<file path="config.mk">
export PLATFORM = sky130hd
export DESIGN_NAME = mem_ctrl
export DESIGN_NICKNAME = d
export VERILOG_FILES = /design/src/rtl/mem_ctrl_pkg.sv /design/src/rtl/mem_ctrl.sv
export SDC_FILE = /design/constraint.sdc
export NUM_CORES = 1
export LEC_CHECK = 0
export BUFFER_PORTS_ARGS = -buffer_cell sky130_fd_sc_hd__buf_2
export CAP_MARGIN = 20
export CORE_MARGIN = 1.5
export CORE_UTILIZATION = 55
export CTS_BUF_LIST = sky130_fd_sc_hd__clkbuf_8
export CTS_CLUSTER_DIAMETER = 150
export DETAILED_ROUTE_END_ITERATION = 8
export GPL_TIMING_DRIVEN = 0
export PLACE_DENSITY = 0.87
export SYNTH_ARGS = -nofsm -noshare
export SYNTH_HDL_FRONTEND = slang
export SYNTH_SLANG_ARGS = --single-unit
</file>
<file path="constraint.sdc">
create_clock -name clk_in -period 3.2 [get_ports clk_in]
set_clock_uncertainty 0.2 [all_clocks]
set_input_delay 0.32 -clock clk_in [delete_from_list [all_inputs] [get_ports clk_in]]
set_output_delay 0.32 -clock clk_in [all_outputs]
set_load 0.01 [all_outputs]
</file>
<file path="src/rtl/mem_ctrl_pkg.sv">
// Shared encodings for the byte-serialising memory controller: FSM states,
// access width codes, reset level and busy-bit positions.
package mem_ctrl_pkg;

  typedef enum logic [1:0] {
    IDLE      = 2'd0,
    IF_READ   = 2'd1,
    MEM_READ  = 2'd2,
    MEM_WRITE = 2'd3
  } state_e;

  localparam logic [2:0]  Byte       = 3'd1;
  localparam logic [2:0]  Half       = 3'd2;
  localparam logic [2:0]  Word       = 3'd4;
  localparam logic        RstEnable  = 1'b1;
  localparam logic [31:0] ZeroWord   = 32'h0000_0000;
  localparam int          BusyIfBit  = 0;
  localparam int          BusyMemBit = 1;

  // Width codes 0 and 3 are illegal and fall back to a full word.
  function automatic logic [2:0] width_bytes(input logic [1:0] code);
    logic [2:0] n;
    case (code)
      2'd1:    n = Byte;
      2'd2:    n = Half;
      default: n = Word;
    endcase
    return n;
  endfunction

  function automatic logic [1:0] busy_of(input state_e st);
    logic [1:0] b;
    b = 2'b00;
    case (st)
      IF_READ:             b[BusyIfBit]  = 1'b1;
      MEM_READ, MEM_WRITE: b[BusyMemBit] = 1'b1;
      default:             b = 2'b00;
    endcase
    return b;
  endfunction

endpackage

</file>
<file path="src/rtl/mem_ctrl.sv">
// Byte-serialising memory controller: turns 32-bit fetches and 1/2/4-byte
// loads/stores into sequential transfers on a single byte-wide RAM port.
module mem_ctrl
  import mem_ctrl_pkg::*;
#(
  parameter int ADDR_W = 32
) (
  input  logic              clk_in,
  input  logic              rst_in,
  input  logic              rdy_in,
  input  logic              if_req_in,
  input  logic [ADDR_W-1:0] if_addr_in,
  input  logic              branch_flag_in,
  output logic [31:0]       inst_out,
  output logic              inst_done_out,
  output logic [1:0]        busy_out,
  input  logic              mem_req_in,
  input  logic              mem_we_in,
  input  logic [1:0]        mem_width_in,
  input  logic [ADDR_W-1:0] mem_addr_in,
  input  logic [31:0]       mem_data_in,
  output logic [31:0]       mem_data_out,
  output logic              mem_done_out,
  input  logic [7:0]        ram_din_in,
  output logic [7:0]        ram_dout_out,
  output logic [ADDR_W-1:0] ram_addr_out,
  output logic              ram_wr_out
);

  state_e              state_r, state_s;
  logic [2:0]          cnt_r, cnt_s, cnt_inc_s, nbytes_r, nbytes_s;
  logic [ADDR_W-1:0]   addr_r, addr_s, ram_addr_r, ram_addr_s;
  logic [31:0]         wdata_r, wdata_s, rdata_s;
  logic [23:0]         rbuf_r, rbuf_s;
  logic [31:0]         inst_r, inst_s, mem_data_r, mem_data_s;
  logic                inst_done_r, inst_done_s, mem_done_r, mem_done_s;
  logic [1:0]          busy_r, busy_s;
  logic [7:0]          ram_dout_r, ram_dout_s;
  logic                ram_wr_r, ram_wr_s;

  assign cnt_inc_s = cnt_r + 3'd1;

  // Final read word assembled from the shifted-in bytes plus the byte arriving now.
  always_comb begin
    case (nbytes_r)
      Byte:    rdata_s = {24'h00_0000, ram_din_in};
      Half:    rdata_s = {16'h0000, ram_din_in, rbuf_r[23:16]};
      default: rdata_s = {ram_din_in, rbuf_r};
    endcase
  end

  // Next-state and next-output logic for the access sequencer.
  always_comb begin
    state_s     = state_r;
    cnt_s       = cnt_r;
    nbytes_s    = nbytes_r;
    addr_s      = addr_r;
    wdata_s     = wdata_r;
    rbuf_s      = rbuf_r;
    inst_s      = inst_r;
    mem_data_s  = mem_data_r;
    ram_addr_s  = ram_addr_r;
    ram_dout_s  = ram_dout_r;
    inst_done_s = 1'b0;
    mem_done_s  = 1'b0;
    ram_wr_s    = 1'b0;
    if (!rdy_in) begin
      // Frozen: everything holds, but a write strobe must not linger.
      ram_wr_s = 1'b0;
    end else begin
      case (state_r)
        IDLE: begin
          if (mem_req_in) begin
            if (mem_we_in) begin
              state_s    = MEM_WRITE;
              ram_wr_s   = 1'b1;
              ram_dout_s = mem_data_in[7:0];
            end else begin
              state_s    = MEM_READ;
            end
            addr_s     = mem_addr_in;
            ram_addr_s = mem_addr_in;
            nbytes_s   = width_bytes(mem_width_in);
            wdata_s    = mem_data_in;
            cnt_s      = 3'd0;
          end else if (if_req_in) begin
            state_s    = IF_READ;
            addr_s     = if_addr_in;
            ram_addr_s = if_addr_in;
            nbytes_s   = Word;
            cnt_s      = 3'd0;
          end else begin
            state_s = IDLE;
          end
        end
        IF_READ, MEM_READ: begin
          if ((state_r == IF_READ) && branch_flag_in) begin
            state_s = IDLE;
          end else if (cnt_inc_s == nbytes_r) begin
            state_s = IDLE;
            if (state_r == IF_READ) begin
              inst_s      = rdata_s;
              inst_done_s = 1'b1;
            end else begin
              mem_data_s  = rdata_s;
              mem_done_s  = 1'b1;
            end
          end else begin
            rbuf_s     = {ram_din_in, rbuf_r[23:8]};
            ram_addr_s = addr_r + ADDR_W'(cnt_inc_s);
            cnt_s      = cnt_inc_s;
          end
        end
        MEM_WRITE: begin
          if (cnt_inc_s == nbytes_r) begin
            state_s    = IDLE;
            mem_done_s = 1'b1;
          end else begin
            ram_addr_s = addr_r + ADDR_W'(cnt_inc_s);
            ram_dout_s = wdata_r[15:8];
            wdata_s    = {8'h00, wdata_r[31:8]};
            ram_wr_s   = 1'b1;
            cnt_s      = cnt_inc_s;
          end
        end
        default: state_s = IDLE;
      endcase
    end
  end

  assign busy_s = busy_of(state_s);

  // State and output registers; reset overrides the ready hold.
  always_ff @(posedge clk_in) begin
    if (rst_in == RstEnable) begin
      state_r     <= IDLE;
      cnt_r       <= 3'd0;
      nbytes_r    <= 3'd0;
      addr_r      <= {ADDR_W{1'b0}};
      wdata_r     <= ZeroWord;
      rbuf_r      <= 24'h00_0000;
      inst_r      <= ZeroWord;
      mem_data_r  <= ZeroWord;
      inst_done_r <= 1'b0;
      mem_done_r  <= 1'b0;
      busy_r      <= 2'b00;
      ram_addr_r  <= {ADDR_W{1'b0}};
      ram_dout_r  <= 8'h00;
      ram_wr_r    <= 1'b0;
    end else begin
      state_r     <= state_s;
      cnt_r       <= cnt_s;
      nbytes_r    <= nbytes_s;
      addr_r      <= addr_s;
      wdata_r     <= wdata_s;
      rbuf_r      <= rbuf_s;
      inst_r      <= inst_s;
      mem_data_r  <= mem_data_s;
      inst_done_r <= inst_done_s;
      mem_done_r  <= mem_done_s;
      busy_r      <= busy_s;
      ram_addr_r  <= ram_addr_s;
      ram_dout_r  <= ram_dout_s;
      ram_wr_r    <= ram_wr_s;
    end
  end

  assign inst_out      = inst_r;
  assign inst_done_out = inst_done_r;
  assign busy_out      = busy_r;
  assign mem_data_out  = mem_data_r;
  assign mem_done_out  = mem_done_r;
  assign ram_addr_out  = ram_addr_r;
  assign ram_dout_out  = ram_dout_r;
  assign ram_wr_out    = ram_wr_r;

endmodule

</file>
After elaboration in Yosys (flattened, before gate mapping)
Cells that the tools add are included.
W data, S select, Z words.
{"block": "totals", "register_bits": 205, "latch_bits": 0, "ram_bits": 0, "romBits": 0, "mem_count": 0}
{"block": "classes", "n_addsub": 2, "n_mul": 0, "div": 0, "order_cmp": 0, "n_eq_ne": 16, "n_shift": 0, "muxes": 40, "bitwise": 5, "reduce_logical": 15}
{"operator": "$mux W32", "count": 6}
{"operator": "$pmux W32 S2", "count": 2}
{"operator": "$pmux W32 S3", "count": 1}
{"operator": "$add A32 B3 Y32", "count": 1}
{"operator": "$mux W8", "count": 3}
{"operator": "$mux W3", "count": 6}
{"operator": "$pmux W8 S2", "count": 1}
{"operator": "$reduce_and A5 Y1", "count": 3}
{"operator": "$mux W1", "count": 12}
{"operator": "$eq A2 B2 Y1 const B", "count": 5}
{"operator": "$pmux W3 S3", "count": 1}
{"operator": "$mux W2", "count": 4}
{"operator": "$ne A2 B2 Y1 const B", "count": 4}
{"operator": "$reduce_and A4 Y1", "count": 2}
{"operator": "$eq A2 B1 Y1 const B", "count": 3}
{"operator": "$pmux W2 S3", "count": 1}
{"operator": "$pmux W3 S2", "count": 1}
{"operator": "$reduce_and A3 Y1", "count": 2}
{"operator": "$reduce_or A2 Y1", "count": 3}
{"operator": "$not A1 Y1", "count": 5}
{"operator": "$reduce_or A5 Y1", "count": 1}
{"operator": "$pmux W1 S2", "count": 2}
{"operator": "$reduce_bool A2 Y1", "count": 2}
{"operator": "$add A3 B1 Y3 const B", "count": 1}
{"operator": "other kinds (6)", "count": 6}

Longest topological paths before layout
{"block": "logic_depth", "ltp_word": 9, "depth_mapped": 10, "depth_no_buf": 8}

Worst setup path after synthesis
No wires, ideal clock.
{"block": "synth_timing", "path_kind": "register to register", "from": "register cnt_r[0]", "to": "register ram_addr_r[31] (netlist: ram_addr_out[31])", "arrival_time_ns": 2.268, "slack_ns": 0.618, "path_stages_with_launch": 9, "path_buffers": 0, "period_less_slack_ns": 2.582, "cell_sequence": "dfxtp_1 > ha_1 > xor2_1 > ha_1 > nand3_1 > a211oi_2 > a21oi_1 > or3b_1 > a21o_1"}
{"block": "synth_between", "elab_chain_cells": 5, "elab_cells_between_ends": 6, "classes_between": "add/sub (2); eq/ne (1); mux (3)"}
{"element": "start, declared", "line_no": "mem_ctrl.sv:31", "rtl": "logic [2:0] cnt_r, cnt_s, cnt_inc_s, nbytes_r, nbytes_s;"}
{"element": "start signal, assigned", "line_no": "mem_ctrl.sv:152", "rtl": "cnt_r <= cnt_s;"}
{"element": "$add A3 B1 Y3 (*)", "line_no": "mem_ctrl.sv:41", "rtl": "assign cnt_inc_s = cnt_r + 3'd1;"}
{"element": "$add A32 B3 Y32 / $eq A3 B3 Y1 (equally long branches)"}
{"element": "$mux W32 (*)", "line_no": "mem_ctrl.sv:99, mem_ctrl.sv:115"}
{"element": "$mux W32", "line_no": "mem_ctrl.sv:97", "rtl": "if ((state_r == IF_READ) && branch_flag_in) begin"}
{"element": "$pmux W32 S3 (*)", "line_no": "mem_ctrl.sv:71", "rtl": "case (state_r)"}
{"element": "end signal, assigned", "line_no": "mem_ctrl.sv:147", "rtl": "ram_addr_r <= {ADDR_W{1'b0}};"}
{"element": "end signal, assigned", "line_no": "mem_ctrl.sv:162", "rtl": "ram_addr_r <= ram_addr_s;"}
{"element": "end, declared", "line_no": "mem_ctrl.sv:32", "rtl": "logic [ADDR_W-1:0] addr_r, addr_s, ram_addr_r, ram_addr_s;"}
Mark *: on every way between the ends. The rest lies on a longest branch, timed or not. The select of a mux whose other input is x is not followed.
A chain may end at the register's enable or synchronous reset.

Worst setup path in the final report
Same ends and word-level chain as after synthesis.

==> reports/qor.csv <==
stage,metric,value,unit
power_and_ir_drop,internal_power,3660,µW
critical_path,crit_arrival,3280,ps
clocking,clk_pin_slew_worst_paths,100,ps
power_and_ir_drop,p_sw,1580,µW
critical_path,crit_end,ram_addr_out[31]$_SDFFE_PP0P_,
finish,fill_cells,1340,
power_and_ir_drop,power_density,457,nW/µm²
timing,rsz0062_at_grt,true,
global_routing,grt_pass1_vias,9242,
logic_synthesis,synth_area_leaders,"dfxtp_1, mux2i_1, a21oi_1",
timing,holdWs,8.86,ps
detailed_routing,final_antenna_net_count,0,
critical_path,rr_startpoint,cnt_r[0]$_SDFFE_PP0P_,
floorplan,io_pins,222,
detailed_routing,wl_per_cell,19.1,µm
logic_synthesis,ys_async_sr_fraction,0,%
critical_path,rrSetupSlack,110,ps
global_routing,antenna_found_initial,1,
timing,timing.final.ws_setup,108,ps
detailed_routing,drc,0,
clocking,clk_latency,490,ps
detailed_routing,wl,30400,µm
logic_synthesis,syn_area,9300,µm²
outcome,outcome,finished clean,
critical_path,cp-startpoint,cnt_r[0]$_SDFFE_PP0P_,
timing,final_hold_viol_count,0,
logic_synthesis,synth-edff-count,0,
logic_synthesis,synth_top_area_share,42.4,%
critical_path,reg2regPathDepth,8,
finish,drive_gt1_share,23.2,%
finish,fin_cells,1591,
logic_synthesis,ys_types,66,
timing,setup_viol,0,
detailed_routing,vias,9653,
power_and_ir_drop,p_leak,0.00465,µW
placement,dp_slack,-81.3,ps
logic_synthesis,ys_ff_latch,197,
critical_path,critical_path_class,flip-flop to flip-flop,
logic_synthesis,yosysSeqAreaShare,42.4,%
logic_synthesis,yosys_warnings,0,
placement,placed_cells,1521,
global_routing,grt_pass1_wl,47000,µm
detailed_routing,detailedRoute.firstIterationViolations,1022,
logic_synthesis,synth_ff_type,dfxtp_1,
clocking,htreeDepth,4,
placement,io_buffers,221,
placement,gp_congestion,1.00,
global_routing,grt_overflow_total,0,
power_and_ir_drop,swShare,30.1,%
clocking,cts_buffers,17,
worst_hold_path,min_from,if_addr_in[5],
logic_synthesis,postSynthCellCount,1080,
floorplan,core_area,16600,µm²
placement,dp_hpwl,21400,µm
critical_path,crit_required,3390,ps
floorplan,initial_core_util,56.1,%
finish,synthToLayoutAreaGrowth,23.2,%
power_and_ir_drop,seqPwrFrac,51.1,%
critical_path,end_kind,flip-flop,
power_and_ir_drop,comb_power_share,17.0,%
detailed_routing,first_pass_iters,7,
timing,slew_headroom,40.9,%
floorplan,die_y,133,µm
floorplan,fp.dieW,133,µm
logic_synthesis,synth.avg_cell_area,8.61,µm²
finish,nets,1480,
clocking,cts_tree,yes,
logic_synthesis,syn-num-nets,1204,
timing,setup-tns-final,0,ps
detailed_routing,viasPerCell,6.07,
timing,min_period,3090,ps
logic_synthesis,yosys.cell_count.top_type,dfxtp_1,
critical_path,start_kind,flip-flop,
timing,fmax,0.323,GHz
timing,slew_viol_final,0,
worst_hold_path,hold_class,input pin to flip-flop,
logic_synthesis,netlist.top_cell.by_area,dfxtp_1,
flow_run,maxCapViolCount,0,
power_and_ir_drop,ir_worst_vdd,0.000291,V
timing,max_slew.worst_pin.slew,887,ps
critical_path,r2r_end,ram_addr_out[31]$_SDFFE_PP0P_,
power_and_ir_drop,finalPower,5250,µW
global_routing,grt_max_degree,18,
critical_path,cp_max_fo,7,
clocking,clk_path_buf_depth,2,
power_and_ir_drop,pwr-share-clk,31.8,%
floorplan,die_area,17700,µm²
clocking,cts_root_buffer,clkbuf_8,
floorplan,num_rows,47,
logic_synthesis,synthTopCellsByCount,"dfxtp_1, nand2_1, nor2_1",
clocking,numClockSinks,197,
timing,period_share,96.6,%
global_routing,grt_util_all_layers,33.8,%
## state kept, by name (all words and copies together), names as in the netlist
signal / flops
mem_done_out: 1
wdata_r: 24
cnt_r: 3
inst_done_out: 1
nbytes_r: 3
ram_wr_out: 1
mem_data_out: 32
busy_out: 2
state_r: 2
rbuf_r: 24
ram_dout_out: 8
addr_r: 32
inst_out: 32
ram_addr_out: 32
## worst min path at each step
stage / endpoint / slack (ps) / depth (start not counted)
detailed placement: rbuf_r[4]$_SDFFE_PP0P_ / 250 / 2
floorplan: cnt_r[1]$_SDFFE_PP0P_ / 240 / 2
CTS: wdata_r[19]$_SDFFE_PP0P_ / 1 / 3
global placement: mem_data_out[24]$_SDFFE_PP0P_ / 240 / 2
global route: wdata_r[22]$_SDFFE_PP0P_ / 10 / 3
finish: addr_r[5]$_SDFFE_PP0P_ / 9 / 3
## worst max-delay path, cell delays in order (launching register included)
cell      delay, ps
dfxtp_1         370
ha_1            280
xor2_1          180
ha_1            390
nand3_1         340
a211oi_4        520
a21oi_1         130
or3b_1          390
a21o_1          190
## per-layer routing
metal,part of all wire (%),vias up,wire (µm),track usage [%]
met5,0,-,0,0
met4,5.0,0,1520,17.9
met3,9.2,127,2780,7.01
met2,47,594,14200,55.4
met1,39,4511,11900,41.8
li1,-,4421,-,-
## per-stage QoR
step	util, %	cell area (µm²)
final	69.1	11500
after detailed placement	64.4	10700
after global placement	64.4	10700
after floorplan	-	9300
after global routing	69.1	11500
after CTS	68.9	11400
## placed cells by master (no fill, tap or decap), types with 4 or more instances in the layout
master,instances
buf_2,239
dfxtp_1,197
nand2_1,134
nor2_1,116
a21oi_1,106
mux2i_1,68
clkbuf_1,57
a211oi_1,55
nand3_1,54
dlygate4sd3_1,34
a211oi_2,19
clkbuf_8,19
nand2b_1,17
inv_1,15
nor2b_1,13
a31oi_1,12
o21ai_0,11
a21boi_0,10
and3_1,10
a22oi_1,10
o2bb2ai_1,10
ha_1,10
nand4_1,8
nor3_1,8
a32o_1,8
nor4_1,8
o211ai_1,8
o22ai_1,8
buf_4,7
o31ai_1,7
xor2_1,7
a21o_1,6
xnor2_1,6
o31a_1,5
buf_6,4
## kinds of logic after synthesis
family	share of synthesized area, %
AND/OR/NAND/NOR	19.7
multiplexers	7.32
buffers and inverters	4.88
XOR/XNOR	1.65
AO/OA/AOI/OAI	22.5
flip-flops	42.4
adder cells (fa/ha/maj)	1.56
## layout make-up
cell class	instances	area, µm²	area share (%)
multi-input combinational	781	4920	42.9
clock inverter	13	148	1.29
clock buffer	19	262	2.28
timing repair buffer	257	1460	12.7
antenna	2	5.00	0.0436
tap	220	275	2.40
sequential	197	3940	34.4
buffer	87	398	3.47
inverter	15	56.3	0.491
## power by group through the flow
stage | Clock (µW) | Combinational [µW] | Sequential (µW)
after floorplan | 0 | 500 | 2730
after global placement | 0 | 801 | 2730
after detailed placement | 0 | 825 | 2730
after CTS | 1670 | 859 | 2670
after global routing | 1770 | 955 | 2690
final | 1670 | 892 | 2680
## timing repair
item                       CTS  global route
hold buffers                33             1
gates resized for setup      1             3
setup endpoints to repair    3             8
buffers inserted             0             2
pin swaps                    0             1
hold endpoints to repair    49             1
No activity file was read; power rests on OpenSTA's default activity.
